$ cat config.mk
export PLATFORM = sky130hd
export DESIGN_NAME = axil_cmd_master
export DESIGN_NICKNAME = d
export VERILOG_FILES = /design/src/rtl/axil_cmd_master.sv
export SDC_FILE = /design/constraint.sdc
export NUM_CORES = 1
export LEC_CHECK = 0
export CAP_MARGIN = 25
export CORE_MARGIN = 2
export CORE_UTILIZATION = 35
export CTS_CLUSTER_DIAMETER = 150
export CTS_CLUSTER_SIZE = 8
export DETAILED_ROUTE_END_ITERATION = 8
export GPL_TIMING_DRIVEN = 0
export PLACE_DENSITY = 0.72
export SYNTH_ARGS = -nofsm -noshare
export SYNTH_HDL_FRONTEND = slang
export SYNTH_SLANG_ARGS = --single-unit
$ cat constraint.sdc
create_clock -name axi_aclk -period 1.9 [get_ports axi_aclk]
set_input_delay 0.38 -clock axi_aclk [delete_from_list [all_inputs] [get_ports axi_aclk]]
set_output_delay 0.38 -clock axi_aclk [all_outputs]
set_load 0.005 [all_outputs]
$ cat src/rtl/axil_cmd_master.sv
// AXI4-Lite initiator: one valid/ready command becomes one single-beat AXI4-Lite read or write, answered in order.
// Define AXIL_MASTER_TIMEOUT_EN to add a response watchdog with DRAIN recovery for hung slaves.
module axil_cmd_master #(
  parameter int DATA_WIDTH     = 32,
  parameter int ADDR_WIDTH     = 16,
  parameter int STRB_WIDTH     = 4,
  parameter int TIMEOUT_CYCLES = 1024
) (
  input  logic                  axi_aclk,
  input  logic                  axi_aresetn,
  input  logic                  cmd_valid,
  output logic                  cmd_ready,
  input  logic                  cmd_write,
  input  logic [ADDR_WIDTH-1:0] cmd_addr,
  input  logic [DATA_WIDTH-1:0] cmd_wdata,
  input  logic [STRB_WIDTH-1:0] cmd_wstrb,
  output logic                  rsp_valid,
  input  logic                  rsp_ready,
  output logic                  rsp_write,
  output logic [DATA_WIDTH-1:0] rsp_rdata,
  output logic [1:0]            rsp_resp,
  output logic [ADDR_WIDTH-1:0] m_axil_awaddr,
  output logic [2:0]            m_axil_awprot,
  output logic                  m_axil_awvalid,
  input  logic                  m_axil_awready,
  output logic [DATA_WIDTH-1:0] m_axil_wdata,
  output logic [STRB_WIDTH-1:0] m_axil_wstrb,
  output logic                  m_axil_wvalid,
  input  logic                  m_axil_wready,
  input  logic [1:0]            m_axil_bresp,
  input  logic                  m_axil_bvalid,
  output logic                  m_axil_bready,
  output logic [ADDR_WIDTH-1:0] m_axil_araddr,
  output logic [2:0]            m_axil_arprot,
  output logic                  m_axil_arvalid,
  input  logic                  m_axil_arready,
  input  logic [DATA_WIDTH-1:0] m_axil_rdata,
  input  logic [1:0]            m_axil_rresp,
  input  logic                  m_axil_rvalid,
  output logic                  m_axil_rready
);

  localparam logic [2:0] IDLE  = 3'd0;
  localparam logic [2:0] WADDR = 3'd1;
  localparam logic [2:0] WRESP = 3'd2;
  localparam logic [2:0] RADDR = 3'd3;
  localparam logic [2:0] RRESP = 3'd4;
  localparam logic [2:0] RSP   = 3'd5;

  if (TIMEOUT_CYCLES < 2) begin : g_bad_timeout
    $error("axil_cmd_master: TIMEOUT_CYCLES must be at least 2");
  end

  logic [2:0] state;
  logic       aw_ok;
  logic       w_ok;

  // A write channel counts as finished once its valid is low or is being accepted this edge.
  assign aw_ok = !m_axil_awvalid || m_axil_awready;
  assign w_ok  = !m_axil_wvalid  || m_axil_wready;

  assign m_axil_awprot = 3'b000;
  assign m_axil_arprot = 3'b000;

`ifdef AXIL_MASTER_TIMEOUT_EN
  localparam logic [2:0] DRAIN = 3'd6;
  localparam int         CNT_W = $clog2(TIMEOUT_CYCLES);

  logic [CNT_W-1:0] tmo_cnt;
  logic             drain_pending;
  logic             busy;
  logic             done_now;

  always_comb begin
    busy     = 1'b0;
    done_now = 1'b0;
    case (state)
      WADDR: begin busy = 1'b1; done_now = aw_ok && w_ok;   end
      WRESP: begin busy = 1'b1; done_now = m_axil_bvalid;  end
      RADDR: begin busy = 1'b1; done_now = m_axil_arready; end
      RRESP: begin busy = 1'b1; done_now = m_axil_rvalid;  end
      default: ;
    endcase
  end
`endif

  always_ff @(posedge axi_aclk) begin
    if (!axi_aresetn) begin
      state          <= IDLE;
      cmd_ready      <= 1'b0;
      rsp_valid      <= 1'b0;
      rsp_write      <= 1'b0;
      rsp_rdata      <= '0;
      rsp_resp       <= 2'b00;
      m_axil_awaddr  <= '0;
      m_axil_awvalid <= 1'b0;
      m_axil_wdata   <= '0;
      m_axil_wstrb   <= '0;
      m_axil_wvalid  <= 1'b0;
      m_axil_bready  <= 1'b0;
      m_axil_araddr  <= '0;
      m_axil_arvalid <= 1'b0;
      m_axil_rready  <= 1'b0;
`ifdef AXIL_MASTER_TIMEOUT_EN
      tmo_cnt        <= '0;
      drain_pending  <= 1'b0;
`endif
    end else begin
      case (state)
        IDLE: begin
          if (cmd_valid && cmd_ready) begin
            cmd_ready <= 1'b0;
            rsp_write <= cmd_write;
            if (cmd_write) begin
              m_axil_awaddr  <= cmd_addr;
              m_axil_wdata   <= cmd_wdata;
              m_axil_wstrb   <= cmd_wstrb;
              m_axil_awvalid <= 1'b1;
              m_axil_wvalid  <= 1'b1;
              state          <= WADDR;
            end else begin
              m_axil_araddr  <= cmd_addr;
              m_axil_arvalid <= 1'b1;
              state          <= RADDR;
            end
          end else begin
            cmd_ready <= 1'b1;
          end
        end
        WADDR: begin
          if (m_axil_awready) m_axil_awvalid <= 1'b0;
          if (m_axil_wready)  m_axil_wvalid  <= 1'b0;
          if (aw_ok && w_ok) begin
            m_axil_bready <= 1'b1;
            state         <= WRESP;
          end
        end
        WRESP: begin
          if (m_axil_bvalid) begin
            m_axil_bready <= 1'b0;
            rsp_resp      <= m_axil_bresp;
            rsp_rdata     <= '0;
            rsp_valid     <= 1'b1;
            state         <= RSP;
          end
        end
        RADDR: begin
          if (m_axil_arready) begin
            m_axil_arvalid <= 1'b0;
            m_axil_rready  <= 1'b1;
            state          <= RRESP;
          end
        end
        RRESP: begin
          if (m_axil_rvalid) begin
            m_axil_rready <= 1'b0;
            rsp_rdata     <= m_axil_rdata;
            rsp_resp      <= m_axil_rresp;
            rsp_valid     <= 1'b1;
            state         <= RSP;
          end
        end
        RSP: begin
          if (rsp_ready) begin
            rsp_valid <= 1'b0;
`ifdef AXIL_MASTER_TIMEOUT_EN
            if (drain_pending) begin
              m_axil_bready <= rsp_write;
              m_axil_rready <= !rsp_write;
              state         <= DRAIN;
            end else
`endif
            begin
              cmd_ready <= 1'b1;
              state     <= IDLE;
            end
          end
        end
`ifdef AXIL_MASTER_TIMEOUT_EN
        // The stale response owed by a timed-out slave is swallowed here.
        DRAIN: begin
          if ((m_axil_bvalid && m_axil_bready) || (m_axil_rvalid && m_axil_rready)) begin
            m_axil_bready <= 1'b0;
            m_axil_rready <= 1'b0;
            drain_pending <= 1'b0;
            cmd_ready     <= 1'b1;
            state         <= IDLE;
          end
        end
`endif
        default: state <= IDLE;
      endcase

`ifdef AXIL_MASTER_TIMEOUT_EN
      if (state == IDLE) begin
        tmo_cnt <= '0;
      end else if (busy) begin
        tmo_cnt <= tmo_cnt + 1'b1;
        // Watchdog overrides the case above: abandon pending valids and report 2'b11.
        if (!done_now && (tmo_cnt == CNT_W'(TIMEOUT_CYCLES - 1))) begin
          m_axil_awvalid <= 1'b0;
          m_axil_wvalid  <= 1'b0;
          m_axil_arvalid <= 1'b0;
          m_axil_bready  <= 1'b0;
          m_axil_rready  <= 1'b0;
          rsp_resp       <= 2'b11;
          rsp_rdata      <= '0;
          rsp_valid      <= 1'b1;
          drain_pending  <= (state == WRESP) || (state == RRESP);
          state          <= RSP;
        end
      end
`endif
    end
  end

endmodule

# Word-level counts from Yosys, hierarchy flattened
# Index checks and enable logic that the tools add are counted.
# op_classes
shifts	0
magnitude_cmp	0
addsub	0
reduce_logical	26
n_mul	0
eq_ne	15
n_bitwise	1
mux	37
div	0
# ops
operator	n
$mux W32	2
$pmux W32 S2	1
$ne A2 B2 Y1 const B	10
$mux W3	6
$pmux W3 S6	1
$mux W1	16
$reduce_and A4 Y1	4
$reduce_and A3 Y1	5
$pmux W1 S2	6
$reduce_bool A2 Y1	6
$eq A3 B2 Y1 const B	2
$eq A3 B3 Y1 const B	2
$mux W2	3
$reduce_and A6 Y1	1
$pmux W2 S2	1
$reduce_and A2 Y1	2
$eq A3 B1 Y1 const B	1
$logic_not A3 Y1	1
$pmux W1 S3	1
$reduce_bool A3 Y1	1
$logic_and A1 B1 Y1	2
$logic_not A1 Y1	2
$logic_or A1 B1 Y1	2
$not A1 Y1	1
# totals
latchBits	0
memories	0
mem_bits_rw	0
ff_bits	113
out_inout_bits	116
inputBits	98
word_cells	94
mem_bits_ro	0

# Depth between registers and ports, before layout
# Gate-level depths: netlist (run 1).
# logic_depth
word_depth	5
depth_mapped	7
depth_no_buf	4

# Worst setup path after synthesis (run 1)
# Ideal clock, no wire load.
# synth_timing
kind	flip-flop to flip-flop
from	register state[2]
to	register m_axil_wdata[0]
setup_slack_ps	210
period_less_slack_ps	1690
path_buffers	3
required_time_ps	1768
path_stages_with_launch	8
arrival_ps	1558
setup_time_ps	132
path_cell_list	dfxtp_1 > or2_1 > buf_2 > or4b_1 > buf_4 > buf_6 > nand2_1 > a21oi_1
# synth_between
elab_chain_cells	2
# synth_lines
item	line_no	rtl
from (decl)	54	logic [2:0] state;
from (signal assigned)	89	state <= IDLE;
from (signal assigned)	120	state <= WADDR;
from (signal assigned)	124	state <= RADDR;
$logic_not A3 Y1	109	case (state)
$reduce_and A3 Y1 (no source line)	-	
to (signal assigned)	116	m_axil_wdata <= cmd_wdata;
to (decl)	26	output logic [DATA_WIDTH-1:0] m_axil_wdata,
# No other way between the ends.
# A chain may end at the register's enable or synchronous reset.

# Worst setup path after layout (run 1)
# layout_timing
from	register state[2]
to	register m_axil_wstrb[2]
# layout_between
elab_chain_cells	2
# layout_lines
item	line_no	rtl
$logic_not A3 Y1	109	
$reduce_and A3 Y1 (no source line)	-	
to (signal assigned)	117	m_axil_wstrb <= cmd_wstrb;
to (decl)	27	output logic [STRB_WIDTH-1:0] m_axil_wstrb,
# No other way between the ends.

==> flow_summary.json, run 1 <==
{
  "fmax_ghz": 0.550,
  "initial_core_util_pct": 35.6,
  "cts_tree": "done",
  "ant_nets": 0,
  "status": "finished, final reports clean",
  "final_common_cell": "clkdlybuf4s50_1",
  "final_cell_mix": "clkdlybuf4s50_1, dfxtp_1, nand2_1",
  "register_area_um2": 2260,
  "fp.dieW_um": 114,
  "place_inst": 837,
  "overflow": 0,
  "min_period_ns": 1.82,
  "cp_max_fo": 10,
  "cp.required_ns": 2.16,
  "cp_cell_sequence": "or2_1 > buf_2 > or4b_4 > buf_6 > buf_6 > nand2_1 > a21oi_1",
  "dieHeight_um": 114,
  "tightest_slew_ns": 0.524,
  "synthesis.yosys.warnings": 0,
  "clk_pin_slew_ns": 0.05,
  "cp_slowest_cell": "or4b_4",
  "hold_viol_final": 0,
  "ctsHoldBuffers": 0,
  "yosysTopAreaCellShare_pct": 53.3,
  "cp_num_buf_inv": 3,
  "final_max_slew_viol_count": 0,
  "via_count": 4193,
  "synth-seq-area-share_pct": 53.3,
  "synth_top_area_cell": "dfxtp_1",
  "clock-sinks": 113,
  "path_class": "reg -> reg",
  "die-area_um2": 13000,
  "synth-main-ff-cell": "dfxtp_1",
  "clockBufferDepth": 2,
  "fin_crit_sh_pct": 95.7,
  "ys_seq_elements": 113,
  "antenna_found_initial": 0,
  "fp.coreArea_um2": 11900,
  "grt_pass1_wl_mm": 20.6,
  "viasPerCell": 4.81,
  "fin_area_um2": 7140,
  "p_leak_nw": 2.56,
  "dp_hpwl_mm": 9.95,
  "powerDensity_nw_per_um2": 1070,
  "slew_headroom_pct": 65.0,
  "synth_area_per_cell_um2": 8.87,
  "clkLatencyLatePin_ns": 0.41,
  "fillers": 1077,
  "finalNetCount": 810,
  "synth-edff-count": 0,
  "first_pass_iters": 4,
  "cap_violations": 0,
  "async_flop_share_pct": 0,
  "synthDistinctLibCells": 41,
  "cts_buffers": 17,
  "max_stage_delay_ns": 0.52,
  "holdCritPathClass": "reg -> reg",
  "ys_top_cells_by_area": "dfxtp_1, nand2_1, a21oi_1, a22oi_1, nor2_1",
  "dr.first_iter.drc_count": 150,
  "cp_top_family": "simple AND/OR/NAND/NOR gates",
  "cts_root_buffer": "clkbuf_16",
  "setup_viol": 0,
  "syn_to_final_growth_pct": 68.4,
  "rows": 40,
  "critPathMostFrequentCell": "buf_6",
  "layout-drive-gt1-share_pct": 10.5,
  "grt_max_degree": 17,
  "drc": 0,
  "finalNonFillerCells": 871,
  "htreeDepth": 4,
  "ios": 214,
  "startpoint_type": "flop",
  "placed_area_um2": 6520,
  "worst_setup_path_end_kind": "flop",
  "rsz0062_at_grt": "false",
  "syn_inst": 478,
  "finClkSkew_ns": 0.00762,
  "diodes": 0,
  "post_drt_wl_per_cell_um": 15.3,
  "grt_use_total_pct": 20.5,
  "routed_wirelength_mm": 13.3,
  "arrival_ns": 2.08,
  "finalPower_w": 0.00761,
  "multi_input_area_um2": 1700,
  "port-buffer-count": 207,
  "grt_pass1_vias": 4233,
  "syn-cell-area_um2": 4240,
  "peakVddDrop_mv": 0.629,
  "gp_congestion": 0.832
}
-- Yosys cell counts (2+ instances only) --
cell type / number
buf_4: 9
nand2_1: 110
buf_6: 10
a21oi_2: 2
mux2i_1: 16
a31o_2: 2
nand2b_1: 2
or3_1: 3
a21oi_1: 62
a21o_1: 3
nor2_1: 52
dfxtp_1: 113
nor4_1: 2
nand3b_1: 3
or4_1: 2
a22oi_1: 32
buf_2: 9
o21ai_0: 4
or2_2: 2
inv_1: 4
clkbuf_1: 16
-- kinds of logic (layout without fill, tap and decap cells) --
| family | count (synthesis) | after routing | synth area share (%) |
|---|---|---|---|
| multiplexers | 17 | 17 | 4.04 |
| buffers and inverters | 48 | 289 | 7.08 |
| AND/OR/NAND/NOR | 183 | 183 | 18.1 |
| flip-flops | 113 | 113 | 53.3 |
| other | 1 | 6 | 0.0884 |
| AO/OA/AOI/OAI | 116 | 116 | 17.3 |
-- worst paths after layout --
path	start	end	slack, ns	cells after the start
min reg2reg	m_axil_awaddr[11]$_SDFFE_PN0P_	m_axil_awaddr[11]$_SDFFE_PN0P_	0.45	2
max reg2reg	state[2]$_SDFFE_PN0P_	m_axil_wstrb[2]$_SDFFE_PN0P_	0.08	7
max	state[2]$_SDFFE_PN0P_	m_axil_wstrb[2]$_SDFFE_PN0P_	0.08	7
min	m_axil_awaddr[11]$_SDFFE_PN0P_	m_axil_awaddr[11]$_SDFFE_PN0P_	0.45	2
-- worst register-to-register path: stages (launching register included) --
cell     delay (ns)
dfxtp_1        0.34
or2_1          0.22
buf_2          0.16
or4b_4         0.52
buf_6          0.16
buf_6          0.14
nand2_1        0.07
a21oi_1        0.06
-- routing by layer --
metal | global-route usage [%] | share of wire, %
met3 | 11.0 | 12
met1 | 22.5 | 40
met2 | 33.8 | 47
met5 | 0 | 0
met4 | 6.99 | 1.4
-- state kept, by name, summed over array words and instances (netlist names) --
name            count
m_axil_wstrb        4
rsp_write           1
m_axil_wdata       32
m_axil_bready       1
m_axil_awaddr      16
rsp_resp            2
m_axil_wvalid       1
rsp_valid           1
rsp_rdata          32
cmd_ready           1
state               3
m_axil_rready       1
m_axil_arvalid      1
m_axil_awvalid      1
m_axil_araddr      16
-- per-stage QoR --
| step | TNS [ns] | worst slack [ns] | hold WS, ns | utilization, % |
|---|---|---|---|---|
| floorplan | 0 | 0.210 | 0.448 | - |
| global placement | -28.86 | -0.413 | 0.438 | 54.7 |
| detailed placement | -28.51 | -0.411 | 0.446 | 54.7 |
| CTS | 0 | 0.0124 | 0.453 | 59.6 |
| global route | 0 | 0.00348 | 0.469 | 60.0 |
| finish | 0 | 0.0819 | 0.450 | 60.0 |
-- area by class of cell --
cell class              instances  share of cell area, %
multi-input cells             322                   23.8
well taps                     147                   2.57
flip-flops and latches        113                   31.7
plain buffers                  43                   4.08
repair buffers                211                   29.4
clock inverters                10                   1.91
clock buffers                  21                   6.30
inverters                       4                  0.210
-- power by group --
group | switching, W | internal (W) | total (W)
Combinational | 0.000814 | 0.000939 | 0.00175
Sequential | 0.000140 | 0.00259 | 0.00273
Clock | 0.00105 | 0.00208 | 0.00313
Total | 0.00201 | 0.00561 | 0.00761
-- repair_timing --
item                       4_1_cts  5_1_grt
setup buffers                    0        4
setup endpoints to repair        1       70
gates resized for setup          1       12
pin swaps                        0        1
Power figures use the tool's default switching activity.
==> inputs of run 2 (changes only) <==
--- a/config.mk
+++ b/config.mk
@@ -6,13 +6,15 @@
 export NUM_CORES = 1
 export LEC_CHECK = 0
 export CAP_MARGIN = 25
+export CELL_PAD_IN_SITES_DETAIL_PLACEMENT = 1
+export CELL_PAD_IN_SITES_GLOBAL_PLACEMENT = 2
 export CORE_MARGIN = 2
-export CORE_UTILIZATION = 35
+export CORE_UTILIZATION = 22
 export CTS_CLUSTER_DIAMETER = 150
-export CTS_CLUSTER_SIZE = 8
+export CTS_CLUSTER_SIZE = 25
 export DETAILED_ROUTE_END_ITERATION = 8
 export GPL_TIMING_DRIVEN = 0
-export PLACE_DENSITY = 0.72
+export PLACE_DENSITY_LB_ADDON = 0.1
 export SYNTH_ARGS = -nofsm -noshare
 export SYNTH_HDL_FRONTEND = slang
 export SYNTH_SLANG_ARGS = --single-unit
==> run 2 against run 1 <==
Worst hold slack improved by 0.0031 ns. Flip-flop and latch count stayed put. Critical path type unchanged. Register-to-register slack improved by 0.07 ns. Maximum frequency grew 4.2%. Global-route usage fell by 5.2 points. Final cell count rose by 13%. Via count is 0.72% lower. Die area rose by 57%. Count of clock-buffer cells in the layout fell by 3. Final area is 2.2% higher.
==> flow_summary.json, run 2 (same netlist as run 1, synthesis figures left out) <==
{
  "cp.required_ns": 2.22,
  "diodes": 0,
  "hold_depth": 2,
  "reg2reg_to": "state[0]$_SDFFE_PN0P_",
  "drc": 0,
  "startpoint_type": "flop",
  "slew_headroom_pct": 62.3,
  "status": "finished, final reports clean",
  "dp_hpwl_mm": 11.4,
  "finClkSkew_ns": 0.0149,
  "timing.rr.start": "state[2]$_SDFFE_PN0P_",
  "cts_root_buffer": "clkbuf_16",
  "clockBufferDepth": 2,
  "final_common_cell": "clkdlybuf4s50_1",
  "peakVddDrop_mv": 0.597,
  "clk_pin_slew_ns": 0.05,
  "cp_max_fo": 10,
  "gp_congestion": 0.732,
  "arrival_ns": 2.07,
  "port-buffer-count": 207,
  "final_cell_mix": "clkdlybuf4s50_1, dfxtp_1, nand2_1",
  "routed_wirelength_mm": 15.3,
  "top_usage_layer": "met2",
  "rsz0062_at_grt": "false",
  "clkLatencyLatePin_ns": 0.42,
  "top_regs": "m_axil_wdata: 32 flops, rsp_rdata: 32 flops",
  "grt_pass1_wl_mm": 24.1,
  "fmax_ghz": 0.573,
  "fp.coreArea_um2": 18800,
  "grt_util_met3_pct": 6.24,
  "worst_setup_path_end_kind": "flop",
  "tightest_slew_ns": 0.565,
  "hold_path_end": "m_axil_awaddr[8]$_SDFFE_PN0P_",
  "final_max_slew_viol_count": 0,
  "die-area_um2": 20400,
  "dr.first_iter.drc_count": 74,
  "syn_to_final_growth_pct": 72.2,
  "overflow": 0,
  "grt_util_met1_pct": 17.4,
  "powerDensity_nw_per_um2": 1060,
  "holdCritPathClass": "reg -> reg",
  "grt_pass1_vias": 4578,
  "layout-drive-gt1-share_pct": 11.3,
  "post_drt_wl_per_cell_um": 15.5,
  "ant_nets": 0,
  "cts_tree": "done",
  "rows": 50,
  "fp.dieW_um": 143,
  "ctsHoldBuffers": 0,
  "setup_viol": 0,
  "cts_buffers": 17,
  "cap_violations": 0,
  "hold_viol_final": 0,
  "grt_util_met2_pct": 25.9,
  "fin_crit_sh_pct": 91.9,
  "min_period_ns": 1.75,
  "ios": 214,
  "r2r_setup_slack_ns": 0.15,
  "htreeDepth": 4,
  "clock-sinks": 113,
  "grt_use_total_pct": 15.3,
  "first_pass_iters": 4,
  "antenna_found_initial": 1,
  "dieHeight_um": 143,
  "timing.setup.tns_ns": 0,
  "path_class": "reg -> reg",
  "p_leak_nw": 2.55,
  "via_count": 4163,
  "initial_core_util_pct": 22.5,
  "viasPerCell": 4.23,
  "finalNetCount": 810,
  "r2r_cells": 5,
  "grt_max_degree": 17,
  "hold_slack_ns": 0.453,
  "hp-start": "m_axil_awaddr[8]$_SDFFE_PN0P_"
}
[run 2: cell type report]
type	instances	area [µm²]
repair buffers	212	2110
plain buffers	42	285
flip-flops and latches	113	2260
fillers	2190	11500
clock inverters	14	154
multi-input cells	322	1720
well taps	260	325
inverters	4	15.0
clock buffers	18	439
[run 2: routing by layer]
metal	part of all wire, %	vias to the layer above	wire (µm)
li1	-	2086	-
met1	43	1936	6630
met2	47	130	7260
met3	7.9	11	1210
met4	1.2	0	187
met5	0	-	0
[run 2: worst max-delay path, stage by stage (launching register included)]
cell and delay (ns):
dfxtp_1 0.33, clkbuf_2 0.19, nand2b_1 0.24, o32ai_2 0.19, or4_1 0.50, a41oi_1 0.21
[run 2: repair_timing]
action	CTS	global route
cloned	0	1
pin swaps	1	0
buffers inserted	4	0
setup endpoints to repair	67	83
gates resized for setup	3	9
[run 2: worst max path at each step]
stage / start / end / slack (ns)
final: state[2]$_SDFFE_PN0P_ / state[0]$_SDFFE_PN0P_ / 0.15
after global routing: state[0]$_SDFFE_PN0P_ / rsp_rdata[22]$_SDFFE_PN0P_ / 0.01
after CTS: state[1]$_SDFFE_PN0P_ / m_axil_awaddr[1]$_SDFFE_PN0P_ / 0.03
after detailed placement: axi_aresetn / m_axil_wdata[26]$_SDFFE_PN0P_ / -0.55
after global placement: axi_aresetn / m_axil_wdata[27]$_SDFFE_PN0P_ / -0.47
after floorplan: state[2]$_SDFFE_PN0P_ / m_axil_wdata[0]$_SDFFE_PN0P_ / 0.21
[run 2: through the flow]
step	std cells	worst slack, ns	utilization, %	cell area [µm²]	total power (W)
2_1_floorplan	483	0.210	-	4260	0.00366
3_3_place_gp	950	-0.468	35.4	6660	0.00452
3_5_place_dp	950	-0.547	35.4	6660	0.00456
4_1_cts	985	0.0339	38.7	7290	0.00784
5_1_grt	985	0.0138	38.8	7300	0.00815
6_report	985	0.155	38.8	7300	0.00772
[run 2: report_power, final]
part           internal, W  leakage, nW  switching, W  total [W]
Sequential         0.00259        0.914      0.000142    0.00273
Clock              0.00198        0.272       0.00121    0.00319
Combinational     0.000946         1.37      0.000847    0.00179
